===== src/rtl/udp_packet_sender.sv =====
// udp_packet_sender: FIFO-buffered UDP packetizer for the UPL output side.
// Ports: clk, reset (sync, active-high); cfg_src_ip, cfg_dst_ip,
//   cfg_src_port, cfg_dst_port (sampled at packet start);
//   in_valid/in_data/in_ready (user word stream); flush (send-now pulse);
//   UPLout_Request/UPLout_Ack/UPLout_Enable/UPLout_Data (UPL framing);
//   busy (not idle); pkt_count (packets sent, wraps).
// Option: define UDPSEND_SEQNUM_EN to prepend a 32-bit sequence number
//   to every payload (extra SEQ state, byte field counts it).
module udp_packet_sender #(
  parameter int DEPTH_LOG2 = 5,
  parameter int MAX_WORDS  = 16,
  parameter int TIMEOUT    = 1024
) (
  input  logic        clk,
  input  logic        reset,
  input  logic [31:0] cfg_src_ip,
  input  logic [31:0] cfg_dst_ip,
  input  logic [15:0] cfg_src_port,
  input  logic [15:0] cfg_dst_port,
  input  logic        in_valid,
  input  logic [31:0] in_data,
  output logic        in_ready,
  input  logic        flush,
  output logic        UPLout_Request,
  input  logic        UPLout_Ack,
  output logic        UPLout_Enable,
  output logic [31:0] UPLout_Data,
  output logic        busy,
  output logic [15:0] pkt_count
);

  localparam int DEPTH = 1 << DEPTH_LOG2;
  localparam int CW    = DEPTH_LOG2 + 1;
  localparam int TW    = $clog2(TIMEOUT) + 1;
`ifdef UDPSEND_SEQNUM_EN
  localparam int EXTRA = 1;
`else
  localparam int EXTRA = 0;
`endif

  typedef enum logic [2:0] {
    S_IDLE,
    S_REQ,
    S_HDR_DST,
    S_HDR_PORT,
    S_HDR_BYTES,
    S_SEQ,
    S_DATA,
    S_END
  } state_t;

  state_t state;
  state_t state_nxt;

  logic [31:0]           mem [DEPTH];
  logic [DEPTH_LOG2-1:0] wr_ptr;
  logic [DEPTH_LOG2-1:0] rd_ptr;
  logic [CW-1:0]         count;
  logic                  push;
  logic                  pop;

  logic                  flush_lat;
  logic [TW-1:0]         timer;
  logic                  trigger;
  logic                  start;
  logic [CW-1:0]         n_take;
  logic [CW-1:0]         rem;

  logic [31:0]           src_lat;
  logic [31:0]           dst_lat;
  logic [15:0]           sport_lat;
  logic [15:0]           dport_lat;
  logic [31:0]           byte_cnt;

`ifdef UDPSEND_SEQNUM_EN
  logic [31:0]           seq;
`endif

  logic                  req_nxt;
  logic                  en_nxt;
  logic [31:0]           data_nxt;

  assign in_ready = (count != CW'(DEPTH));
  assign push     = in_valid && in_ready;
  assign pop      = (state == S_DATA);
  assign busy     = (state != S_IDLE);

  // Guarding on a non-empty FIFO keeps N from ever being zero.
  assign trigger = (count != '0) &&
                   ((count >= CW'(MAX_WORDS)) ||
                    flush_lat ||
                    (timer == TW'(TIMEOUT - 1)));
  assign start   = (state == S_IDLE) && trigger;

  assign n_take = (count >= CW'(MAX_WORDS)) ? CW'(MAX_WORDS) : count;

  // rem still holds N while the byte field is formed.
  assign byte_cnt = (32'(rem) + 32'(EXTRA)) << 2;

  always_ff @(posedge clk) begin
    if (push) begin
      mem[wr_ptr] <= in_data;
    end
  end

  always_ff @(posedge clk) begin
    if (reset) begin
      state          <= S_IDLE;
      UPLout_Request <= 1'b0;
      UPLout_Enable  <= 1'b0;
      UPLout_Data    <= '0;
    end else begin
      state          <= state_nxt;
      UPLout_Request <= req_nxt;
      UPLout_Enable  <= en_nxt;
      UPLout_Data    <= data_nxt;
    end
  end

  always_comb begin
    state_nxt = state;
    unique case (state)
      S_IDLE: begin
        if (trigger) begin
          state_nxt = S_REQ;
        end
      end
      S_REQ: begin
        if (UPLout_Ack) begin
          state_nxt = S_HDR_DST;
        end
      end
      S_HDR_DST: begin
        state_nxt = S_HDR_PORT;
      end
      S_HDR_PORT: begin
        state_nxt = S_HDR_BYTES;
      end
      S_HDR_BYTES: begin
`ifdef UDPSEND_SEQNUM_EN
        state_nxt = S_SEQ;
`else
        state_nxt = S_DATA;
`endif
      end
      S_SEQ: begin
        state_nxt = S_DATA;
      end
      S_DATA: begin
        if (rem == CW'(1)) begin
          state_nxt = S_END;
        end
      end
      S_END: begin
        state_nxt = S_IDLE;
      end
    endcase
  end

  always_comb begin
    req_nxt  = UPLout_Request;
    en_nxt   = UPLout_Enable;
    data_nxt = UPLout_Data;
    unique case (state)
      S_IDLE: begin
        en_nxt = 1'b0;
        if (trigger) begin
          req_nxt = 1'b1;
        end
      end
      S_REQ: begin
        if (UPLout_Ack) begin
          req_nxt  = 1'b0;
          en_nxt   = 1'b1;
          data_nxt = src_lat;
        end
      end
      S_HDR_DST: begin
        data_nxt = dst_lat;
      end
      S_HDR_PORT: begin
        data_nxt = {sport_lat, dport_lat};
      end
      S_HDR_BYTES: begin
        data_nxt = byte_cnt;
      end
      S_SEQ: begin
`ifdef UDPSEND_SEQNUM_EN
        data_nxt = seq;
`endif
      end
      S_DATA: begin
        data_nxt = mem[rd_ptr];
      end
      S_END: begin
        en_nxt   = 1'b0;
        data_nxt = '0;
      end
    endcase
  end

  always_ff @(posedge clk) begin
    if (reset) begin
      wr_ptr    <= '0;
      rd_ptr    <= '0;
      count     <= '0;
      flush_lat <= 1'b0;
      timer     <= '0;
      rem       <= '0;
      src_lat   <= '0;
      dst_lat   <= '0;
      sport_lat <= '0;
      dport_lat <= '0;
      pkt_count <= '0;
    end else begin
      if (push) begin
        wr_ptr <= wr_ptr + DEPTH_LOG2'(1);
      end
      if (pop) begin
        rd_ptr <= rd_ptr + DEPTH_LOG2'(1);
      end
      if (push && !pop) begin
        count <= count + CW'(1);
      end else if (pop && !push) begin
        count <= count - CW'(1);
      end

      // An empty FIFO drops a stale flush so it cannot fire later.
      if (start) begin
        flush_lat <= 1'b0;
      end else if (flush && (count != '0)) begin
        flush_lat <= 1'b1;
      end else if (count == '0) begin
        flush_lat <= 1'b0;
      end

      if (push || start || (count == '0)) begin
        timer <= '0;
      end else if (state == S_IDLE) begin
        timer <= timer + TW'(1);
      end

      if (start) begin
        rem       <= n_take;
        src_lat   <= cfg_src_ip;
        dst_lat   <= cfg_dst_ip;
        sport_lat <= cfg_src_port;
        dport_lat <= cfg_dst_port;
      end else if (pop) begin
        rem <= rem - CW'(1);
      end

      if (state == S_END) begin
        pkt_count <= pkt_count + 16'd1;
      end
    end
  end

`ifdef UDPSEND_SEQNUM_EN
  always_ff @(posedge clk) begin
    if (reset) begin
      seq <= '0;
    end else if (state == S_END) begin
      seq <= seq + 32'd1;
    end
  end
`endif

endmodule


===== config.mk =====
export PLATFORM = sky130hd
export DESIGN_NAME = udp_packet_sender
export DESIGN_NICKNAME = d
export VERILOG_FILES = /design/src/rtl/udp_packet_sender.sv
export SDC_FILE = /design/constraint.sdc
export NUM_CORES = 1
export LEC_CHECK = 0
export BUFFER_PORTS_ARGS = -buffer_cell sky130_fd_sc_hd__buf_4
export CAP_MARGIN = 10
export CORE_MARGIN = 2
export CORE_UTILIZATION = 35
export CTS_CLUSTER_SIZE = 30
export DETAILED_ROUTE_END_ITERATION = 8
export SETUP_SLACK_MARGIN = 0.05
export SLEW_MARGIN = 10
export SYNTH_ARGS = -nofsm -noshare
export SYNTH_HDL_FRONTEND = slang
export SYNTH_SLANG_ARGS = --single-unit

===== constraint.sdc =====
create_clock -name clk -period 4 [get_ports clk]
set_clock_uncertainty 0.1 [all_clocks]
set_input_delay 0.4 -clock clk [delete_from_list [all_inputs] [get_ports clk]]
set_output_delay 0.4 -clock clk [all_outputs]
set_load 0.01 [all_outputs]

### Word level (Yosys, flattened, before mapping)

Memories as Yosys holds them, arrays and structs flattened. A register that Yosys moved wholly into a read port is not among the register bits.
Index checks and enable logic that the tools add are counted.

* memories: 1
* RAM bits: 1024
* output and inout port bits: 52
* input port bits: 133
* bits in registers: 183

* magnitude comparators: 1
* eq/ne operators: 13
* $add $sub $neg: 7
* mux-type cells: 22
* reduce and logical (&&, ||, !) cells: 30

Memory list
* mem: words 32, bits a word 32, read ports 1, clocked after memory_dff 1, wr ports 1, RTL line 55 `logic [31:0] mem [DEPTH];`

Operator list (number)
* $pmux 32 s6: 1
* $mux 32: 1
* $mux 6: 5
* $pmux 3 s7: 1
* $add 16x1->16 const B: 1
* $eq 3x3->1 const B: 4
* $reduce_bool 6->1: 2
* $sub 6x1->6 const B: 2
* $add 11x1->11 const B: 1
* $eq 11x10->1 const B: 1
* $add 5x1->5 const B: 2
* $mux 5: 2
* $reduce_bool 2->1: 5
* $mux 3: 3
* $reduce_or 2->1: 4
* $mux 1: 7
* $add 6x1->6 const B: 1
* $eq 3x2->1 const B: 2
* $eq 6x1->1 const B: 1
* $ge 6x5->1 const B: 1
* $logic_and 1x1->1: 6
* $logic_not 6->1: 1
* $ne 6x6->1 const B: 1
* $reduce_and 3->1: 2
* 9 further kinds: 16

### Logic depth before layout (Yosys ltp)

Gate-level depths: netlist (run 1).

* depth in word-level cells: 8
* mapped depth: 12

### Worst setup path after synthesis (run 1)

No wires, ideal clock.

* path kind: reg-to-reg
* from: register count[0]
* to: memory mem[31][0], enable pin
* stages on the path, launching flop included: 6
* slack: 0.986 ns
* path buffers: 2
* arrival: 2.493 ns
* library setup time: 0.421 ns
* required time: 3.479 ns
* path through: dfxtp_1 clkbuf_1 o31a_1 buf_2 nand2_1 nor2_1

* longest elaborated chain between the ends: 4

Ends and longest elaborated chain
* start: declaration: RTL line 58 `logic [CW-1:0] count;`
* start signal: assignment: RTL line 223 `count <= count + CW'(1);`
* start signal: assignment: RTL line 225 `count <= count - CW'(1);`
* $ne 6x6->1: RTL line 83 `assign in_ready = (count != CW'(DEPTH));`
* $logic_and 1x1->1: RTL line 84 `assign push = in_valid && in_ready;`
* via push: RTL line 59 `logic push;`
* $mux 1: RTL line 101 `if (push) begin`
* $mux 1 (implied by the code): RTL line 102 `mem[wr_ptr] <= in_data;`
* end: declaration: RTL line 55

The timed path passes the listed nets, and every way through them passes these cells.

### Worst setup path after layout (run 1)

* from: register count[1]
* to: register count[5]

* longest elaborated chain between the ends: 5
* elaborated cells on any way between the ends: 10
* those cells by class: add/sub: 2; eq/ne: 1; mux: 2; reduce/logical: 5

Ends and longest elaborated chain
* parallel branches: the longest is 5 deep, another holds $sub 6x1->6

Parallel ways; which one is timed is not known. The select of a mux whose other input is x is not followed.
A chain may end at the register's enable or synchronous reset.

==> metrics.md, run 1 <==
| Metric | Value |
|---|---|
| Fmax achieved | `305 MHz` |
| Sink Count | `1212` |
| Number of vias per cell | `5.36` |
| Reg area | `0.0345 mm^2` |
| YS warnings | `0` |
| RSZ-0062 raised after global routing | `false` |
| Layout cell share with drive strength beyond 1 | `0.208` |
| Floorplan die width | `372 um` |
| Height of the die | `372 um` |
| Worst Hold Slack | `28.4 ps` |
| Total negative setup slack | `0 ps` |
| Global-route usage over all layers | `0.180` |
| Final core utilization | `0.421` |
| Slew headroom | `0.319` |
| Violation count after the first detailed-routing iteration | `3212` |
| Total power draw | `30.5 mW` |
| Commonest non-fill, non-tap cell in the layout | `edfxtp_1` |
| Crit share post-route | `0.819` |
| Clk buf depth | `3` |
| First-pass GRT wire length | `184 mm` |
| Vias in the first global route | `26.7k` |
| Highest metal layer with signal wires | `met4` |
| Sequential fraction of the synthesis area | `0.727` |
| Die outline area | `0.139 mm^2` |
| WL met3 | `9.75 mm` |
| Dominant register cell in the synthesized netlist | `edfxtp_1` |
| Clock period minus final worst setup slack | `3280 ps` |
| Final hold violation count | `0` |
| Max-cap violation count | `0` |
| Total via count in the routed design | `27.5k` |
| Class of the most critical setup path | `register to register` |
| Startpoint of the worst setup timing path | `count[1]` |
| Met2 Wirelength | `55.7 mm` |
| CP max FO | `11` |
| Async S/R FF share, synth | `0` |
| Wire length on met1 | `59.3 mm` |
| Router iterations before antenna repair | `5` |
| Dominant cells by area after synthesis | `edfxtp_1 65%, dfxtp_1 7.9%, mux4_2 7.1%` |
| Area delta synth->final | `19.7%` |
| Data required time of the critical path | `4480 ps` |
| Arrival time at the worst endpoint | `3750 ps` |
| Worst-path clk slew | `60 ps` |
| FP Rows | `135` |
| Number of cell instances on the worst register-to-register path | `8` |
| Overflow after GRT | `0` |
| Starting Density | `0.351` |
| VDD IR-drop max | `0.000378 V` |
| EDFF count, synth | `1024` |
| Critical path launch point type | `register` |
| Buffers inserted by post-CTS timing repair | `0` |
| Syn Area/Cell | `16.4 um^2` |
| PD cells | `537 mW/mm^2` |
| Leakage Power | `17.8 nW` |
| Total CTS buffers | `120` |
| Slew Viols, Final | `0` |
| Cell type with the highest aggregate area in the netlist | `edfxtp_1` |
| Register-to-register setup slack | `720 ps` |
| Number of distinct library cells after synthesis | `64` |
| Skew-Pair Late Insertion Delay | `730 ps` |
| Final routed wirelength across all metal layers | `127 mm` |
| Final routed DRC violation total | `0` |
| Clock tree from TritonCTS | `built` |
| Count of nets left with antenna violations after detail routing | `0` |
| Setup violation total in the final timing report | `0` |
| Routed wire per std cell | `24.7 um` |
| Diodes inserted | `0` |
| Placeable core region | `0.135 mm^2` |
| Total nets after synthesis | `3043` |
| Number of levels in the clock H-tree | `3` |
| IO Port Bufs | `184` |
| Type of destination of the critical path | `register` |
| R2r endpoint | `count[5]` |
| Multi-input gate area | `0.0122 mm^2` |
| Flops & latches, synth | `1212` |
| Layout fillers | `12.0k` |
| Number of cells produced by synthesis | `2895` |
| Cell at the root of the clock tree | `clkbuf_16` |
| Worst Max-Slew Pin Slew | `1010 ps` |
| Area of the mapped netlist | `0.0475 mm^2` |
| Area share of the largest cell type after synthesis | `0.647` |
| Most frequent cells in the layout | `1024 x edfxtp_1, 270 x buf_4, 227 x nand2_1` |
| Worst reg2reg path startpoint | `count[1]` |
| Antenna violations before repair | `5` |
| Hold WC Path Type | `input port to register` |
| Final HPWL from detailed placement | `83.1 mm` |
| Total I/O pin count | `185` |
| Endpoint of the most critical setup path | `count[5]` |
| Global placement routability congestion | `0.847` |
| Count of nets after finishing | `3390` |
| Maximum number of pins on one net before global-route repair | `75` |
| Status | `finished, final reports clean` |
[critical path, cell delays in order (launching register included)]
cell	delay [ps]
dfxtp_1	360
or4_4	570
o31a_1	410
ha_1	510
or4_1	570
a311o_1	290
o311ai_0	120
xnor2_1	170
nor2_1	50
[worst min path at each step]
stage	startpoint	end	slack, ps	cells past startpoint
final	in_data[18]	mem[31][18]	30	1
after global routing	in_data[26]	mem[18][26]	10	1
after global placement	src_lat[10]	src_lat[10]	340	2
after CTS	in_data[18]	mem[22][18]	0.7	1
after detailed placement	src_lat[0]	src_lat[0]	340	2
after floorplan	src_lat[0]	src_lat[0]	330	2
[cells by family after synthesis]
logic type | after synthesis | synth area share
AO/OA/AOI/OAI | 530 | 0.0704
XOR/XNOR | 35 | 0.00645
adder cells (fa/ha/maj) | 15 | 0.00411
buffers and inverters | 216 | 0.0237
flip-flops | 1212 | 0.727
multiplexers | 365 | 0.116
AND/OR/NAND/NOR | 522 | 0.0522
[metal layers]
layer  up-vias  track usage
met4         0       0.0360
met3       137       0.0314
met1     14200        0.278
met5         -            0
met2      1069        0.264
li1      12100            -
[metrics by stage]
stage | std cells | area, um^2 | setup slack [ps]
floorplan | 2895 | 47500 | 986
global placement | 4787 | 51600 | 650
detailed placement | 4787 | 51600 | 735
CTS | 5131 | 56800 | 724
global route | 5131 | 56800 | 474
finish | 5131 | 56800 | 723
[what timing repair did]
| action | 4_1_cts | 5_1_grt |
|---|---|---|
| resized for setup | 0 | 0 |
| hold buffers | 114 | 0 |
| hold endpoints to repair | 350 | 0 |
| endpoints found under the setup margin | 0 | 0 |
[sequential cells by signal (all words and copies together) (netlist names), named ones only]
register,cells
wr_ptr,5
src_lat,32
dport_lat,16
mem,1024
UPLout_Enable,1
state,3
UPLout_Data,32
dst_lat,32
rd_ptr,5
pkt_count,16
sport_lat,16
rem,6
UPLout_Request,1
timer,11
flush_lat,1
count,6
[report_power, final]
part	switching (mW)	total (mW)	internal (mW)	leakage [nW]
sequential	0.562	15.0	14.4	10.8
clock	4.83	11.6	6.77	2.03
combinational	2.56	3.95	1.39	4.97
[area by class of cell]
class                           instances  area share
Timing Repair Buffer                  411      0.0651
Tap cell                             1781      0.0392
Sequential cell                      1212       0.607
Clock inverter                         71      0.0145
Clock buffer                          159      0.0579
Inverter                               30     0.00198
Multi-Input combinational cell       1467       0.214
[cell usage after synthesis (4+ instances only)]
library cell     n
a21oi_1        192
a221oi_1        22
a22oi_1         90
a311oi_1         7
and3_1           5
and4_1           4
buf_1            5
buf_2           61
buf_4           29
buf_6            8
buf_8            6
clkbuf_1        77
dfxtp_1        188
edfxtp_1      1024
ha_1            14
inv_1           29
mux2i_1        215
mux4_2         150
nand2_1        227
nand2b_1        14
nand3_1         27
nand3b_1         6
nand4_1         25
nor2_1         113
nor2b_1         40
nor3_1           9
nor4_1           8
nor4bb_1         4
o211a_1          8
o21ai_0         76
o221ai_1        20
o22a_1           4
o22ai_1         71
o31a_1           4
o31ai_1          8
o32ai_1         11
or2_2            4
or3_1           17
xnor2_1         14
xor2_1          21
Power figures use the tool's default switching activity.
==> inputs of run 2 (changes only) <==
==> constraint.sdc (replaced) <==
create_clock -name clk -period 3 [get_ports clk]
set_clock_uncertainty 0.1 [all_clocks]
set_input_delay 0.3 -clock clk [delete_from_list [all_inputs] [get_ports clk]]
set_output_delay 0.3 -clock clk [all_outputs]
set_load 0.01 [all_outputs]
==> run 2 against run 1 <==
Net effect: routed wire length rose by 3.6%; setup slack got worse by 570 ps; utilization rose by 0.41 points; clock-buffer cell count rose by 1; flip-flop and latch count did not move; sequential share of layout area fell by 0.59 points; cell count rose by 1.2%; register-to-register slack got worse by 570 ps; via count rose by 1.2%; design area rose by 0.97%.
==> metrics.md, run 2 (synthesis gave the netlist of run 1 again) <==
| Metric | Value |
|---|---|
| Fmax achieved | `351 MHz` |
| Skew-Pair Late Insertion Delay | `740 ps` |
| CP max FO | `5` |
| Share of total power in sequential cells | `0.497` |
| Maximum number of pins on one net before global-route repair | `80` |
| Arrival time at the worst endpoint | `3360 ps` |
| Number of vias per cell | `5.36` |
| Delay contributed by the slowest stage of the critical path | `550 ps` |
| Leakage Power | `18.0 nW` |
| Routed wire per std cell | `25.3 um` |
| Max-cap violation count | `0` |
| Number of flip-flops in the largest register | `1024` |
| Final HPWL from detailed placement | `81.3 mm` |
| FP Rows | `135` |
| Crit share post-route | `0.949` |
| Die outline area | `0.139 mm^2` |
| Design area | `0.0574 mm^2` |
| VDD IR-drop max | `0.000523 V` |
| Clk buf depth | `3` |
| Hold WC Path Type | `input port to register` |
| Worst-path clk slew | `70 ps` |
| Area delta synth->final | `20.9%` |
| RSZ-0062 raised after global routing | `false` |
| Violation count after the first detailed-routing iteration | `2939` |
| IO Port Bufs | `184` |
| Data required time of the critical path | `3510 ps` |
| Register with the highest flop count | `mem` |
| Worst path cell trace | `or4_4, o31a_1, ha_1, buf_4, or4_1, a311o_1, o311ai_1, xnor2_1, nor2_1` |
| Switch Pwr | `10.5 mW` |
| Count of nets left with antenna violations after detail routing | `0` |
| Part of the total power dissipated in the clock network | `0.361` |
| Floorplan die width | `372 um` |
| Starting Density | `0.351` |
| Most frequent cells in the layout | `1024 x edfxtp_1, 303 x buf_4, 227 x nand2_1` |
| Worst Hold Slack | `274 ps` |
| Number of levels in the clock H-tree | `3` |
| Antenna violations before repair | `8` |
| Layout fillers | `12.0k` |
| PD cells | `697 mW/mm^2` |
| Buffer and inverter count on the worst path | `1` |
| Global placement routability congestion | `0.816` |
| Vias in the first global route | `26.8k` |
| Critical path launch point type | `register` |
| Final routed wirelength across all metal layers | `131 mm` |
| Setup violation total in the final timing report | `0` |
| Count of nets after finishing | `3460` |
| Non-filler instance count after layout | `5192` |
| Clock tree from TritonCTS | `built` |
| Sink Count | `1212` |
| Total via count in the routed design | `27.8k` |
| Inst Count DP | `4843` |
| Clock period minus final worst setup slack | `2850 ps` |
| Gate family responsible for the most delay along the worst path | `simple AND/OR/NAND/NOR gates` |
| Height of the die | `372 um` |
| Total CTS buffers | `114` |
| Part of the power in combinational logic | `0.142` |
| First-pass GRT wire length | `188 mm` |
| Post-Place Setup Slack | `125 ps` |
| Total power draw | `40.0 mW` |
| Total I/O pin count | `185` |
| Worst Max-Slew Pin Slew | `1130 ps` |
| Cell at the root of the clock tree | `clkbuf_16` |
| Final core utilization | `0.425` |
| Final routed DRC violation total | `0` |
| Sw Ratio | `0.263` |
| Class of the most critical setup path | `register to register` |
| Placeable core region | `0.135 mm^2` |
| Power Internal | `29.5 mW` |
| Global-route usage over all layers | `0.186` |
| Final hold violation count | `0` |
| Post-Place Cell Area | `0.0523 mm^2` |
| Status | `finished, final reports clean` |
| Type of destination of the critical path | `register` |
| Router iterations before antenna repair | `6` |
| Slew Viols, Final | `0` |
| Master of the slowest instance on the critical path | `or4_4` |
| Total negative setup slack | `0 ps` |
| Slew headroom | `0.244` |
| Commonest non-fill, non-tap cell in the layout | `edfxtp_1` |
| Post-layout worst setup margin | `154 ps` |
| Layout cell share with drive strength beyond 1 | `0.217` |
| Overflow after GRT | `0` |
-- run 2: cell count changes in the layout (fill, tap and decap cells not counted), moves of 2 or more --
| cell | before | now |
|---|---|---|
| buf_4 | 270 | 303 |
| dlygate4sd3_1 | 114 | 133 |
| clkbuf_2 | 0 | 2 |
| clkbuf_8 | 14 | 12 |
| clkinv_1 | 10 | 8 |
| buf_12 | 26 | 50 |
| clkinv_16 | 2 | 0 |
| bufinv_16 | 15 | 6 |
| clkinvlp_4 | 5 | 3 |
-- run 2: what timing repair did --
action	4_1_cts	5_1_grt
hold buffers	133	0
setup buffers	0	0
endpoints found under the hold margin	1145	0
setup endpoints to repair	0	2
resized for setup	0	3
-- run 2: worst reg2reg max path, stage by stage, from the launching register on --
cell and delay, ps:
dfxtp_1 310, or4_4 550, o31a_1 290, ha_1 240
buf_4 150, or4_1 500, a311o_1 280, o311ai_1 90
xnor2_1 170, nor2_1 50
-- run 2: cell type report --
cell class                 count  area (um^2)  area share
sequential                  1212        34500       0.602
multi-input combinational   1467        12200       0.212
timing repair buffer         487         4620      0.0805
clock buffer                 160         3280      0.0571
tap                         1781         2230      0.0388
clock inverter                54          463     0.00807
inverter                      30          113     0.00196
antenna                        1         2.50   0.0000436
-- run 2: final timing paths --
check / start / depth (start not counted) / end / slack, ps
worst max-delay path: count[1] / 9 / count[5] / 150
worst max register to register: count[1] / 9 / count[5] / 150
worst min register to register: src_lat[13] / 2 / src_lat[13] / 350
worst min-delay path: cfg_src_port[1] / 4 / sport_lat[1] / 270
-- run 2: power by group through the flow --
stage | clock [mW] | combinational, mW | sequential, mW
after floorplan | 0 | 3.20 | 20.0
after global placement | 0 | 5.49 | 20.2
after detailed placement | 0 | 5.52 | 20.2
after CTS | 14.7 | 5.70 | 19.9
after global routing | 15.3 | 6.25 | 20.0
final | 14.4 | 5.70 | 19.9
-- run 2: per-layer routing --
layer	up-vias	part of all wire	GRT usage
li1	12200	-	-
met1	14400	0.45	0.273
met2	1032	0.45	0.286
met3	167	0.071	0.0354
met4	0	0.020	0.0401
met5	-	0	0
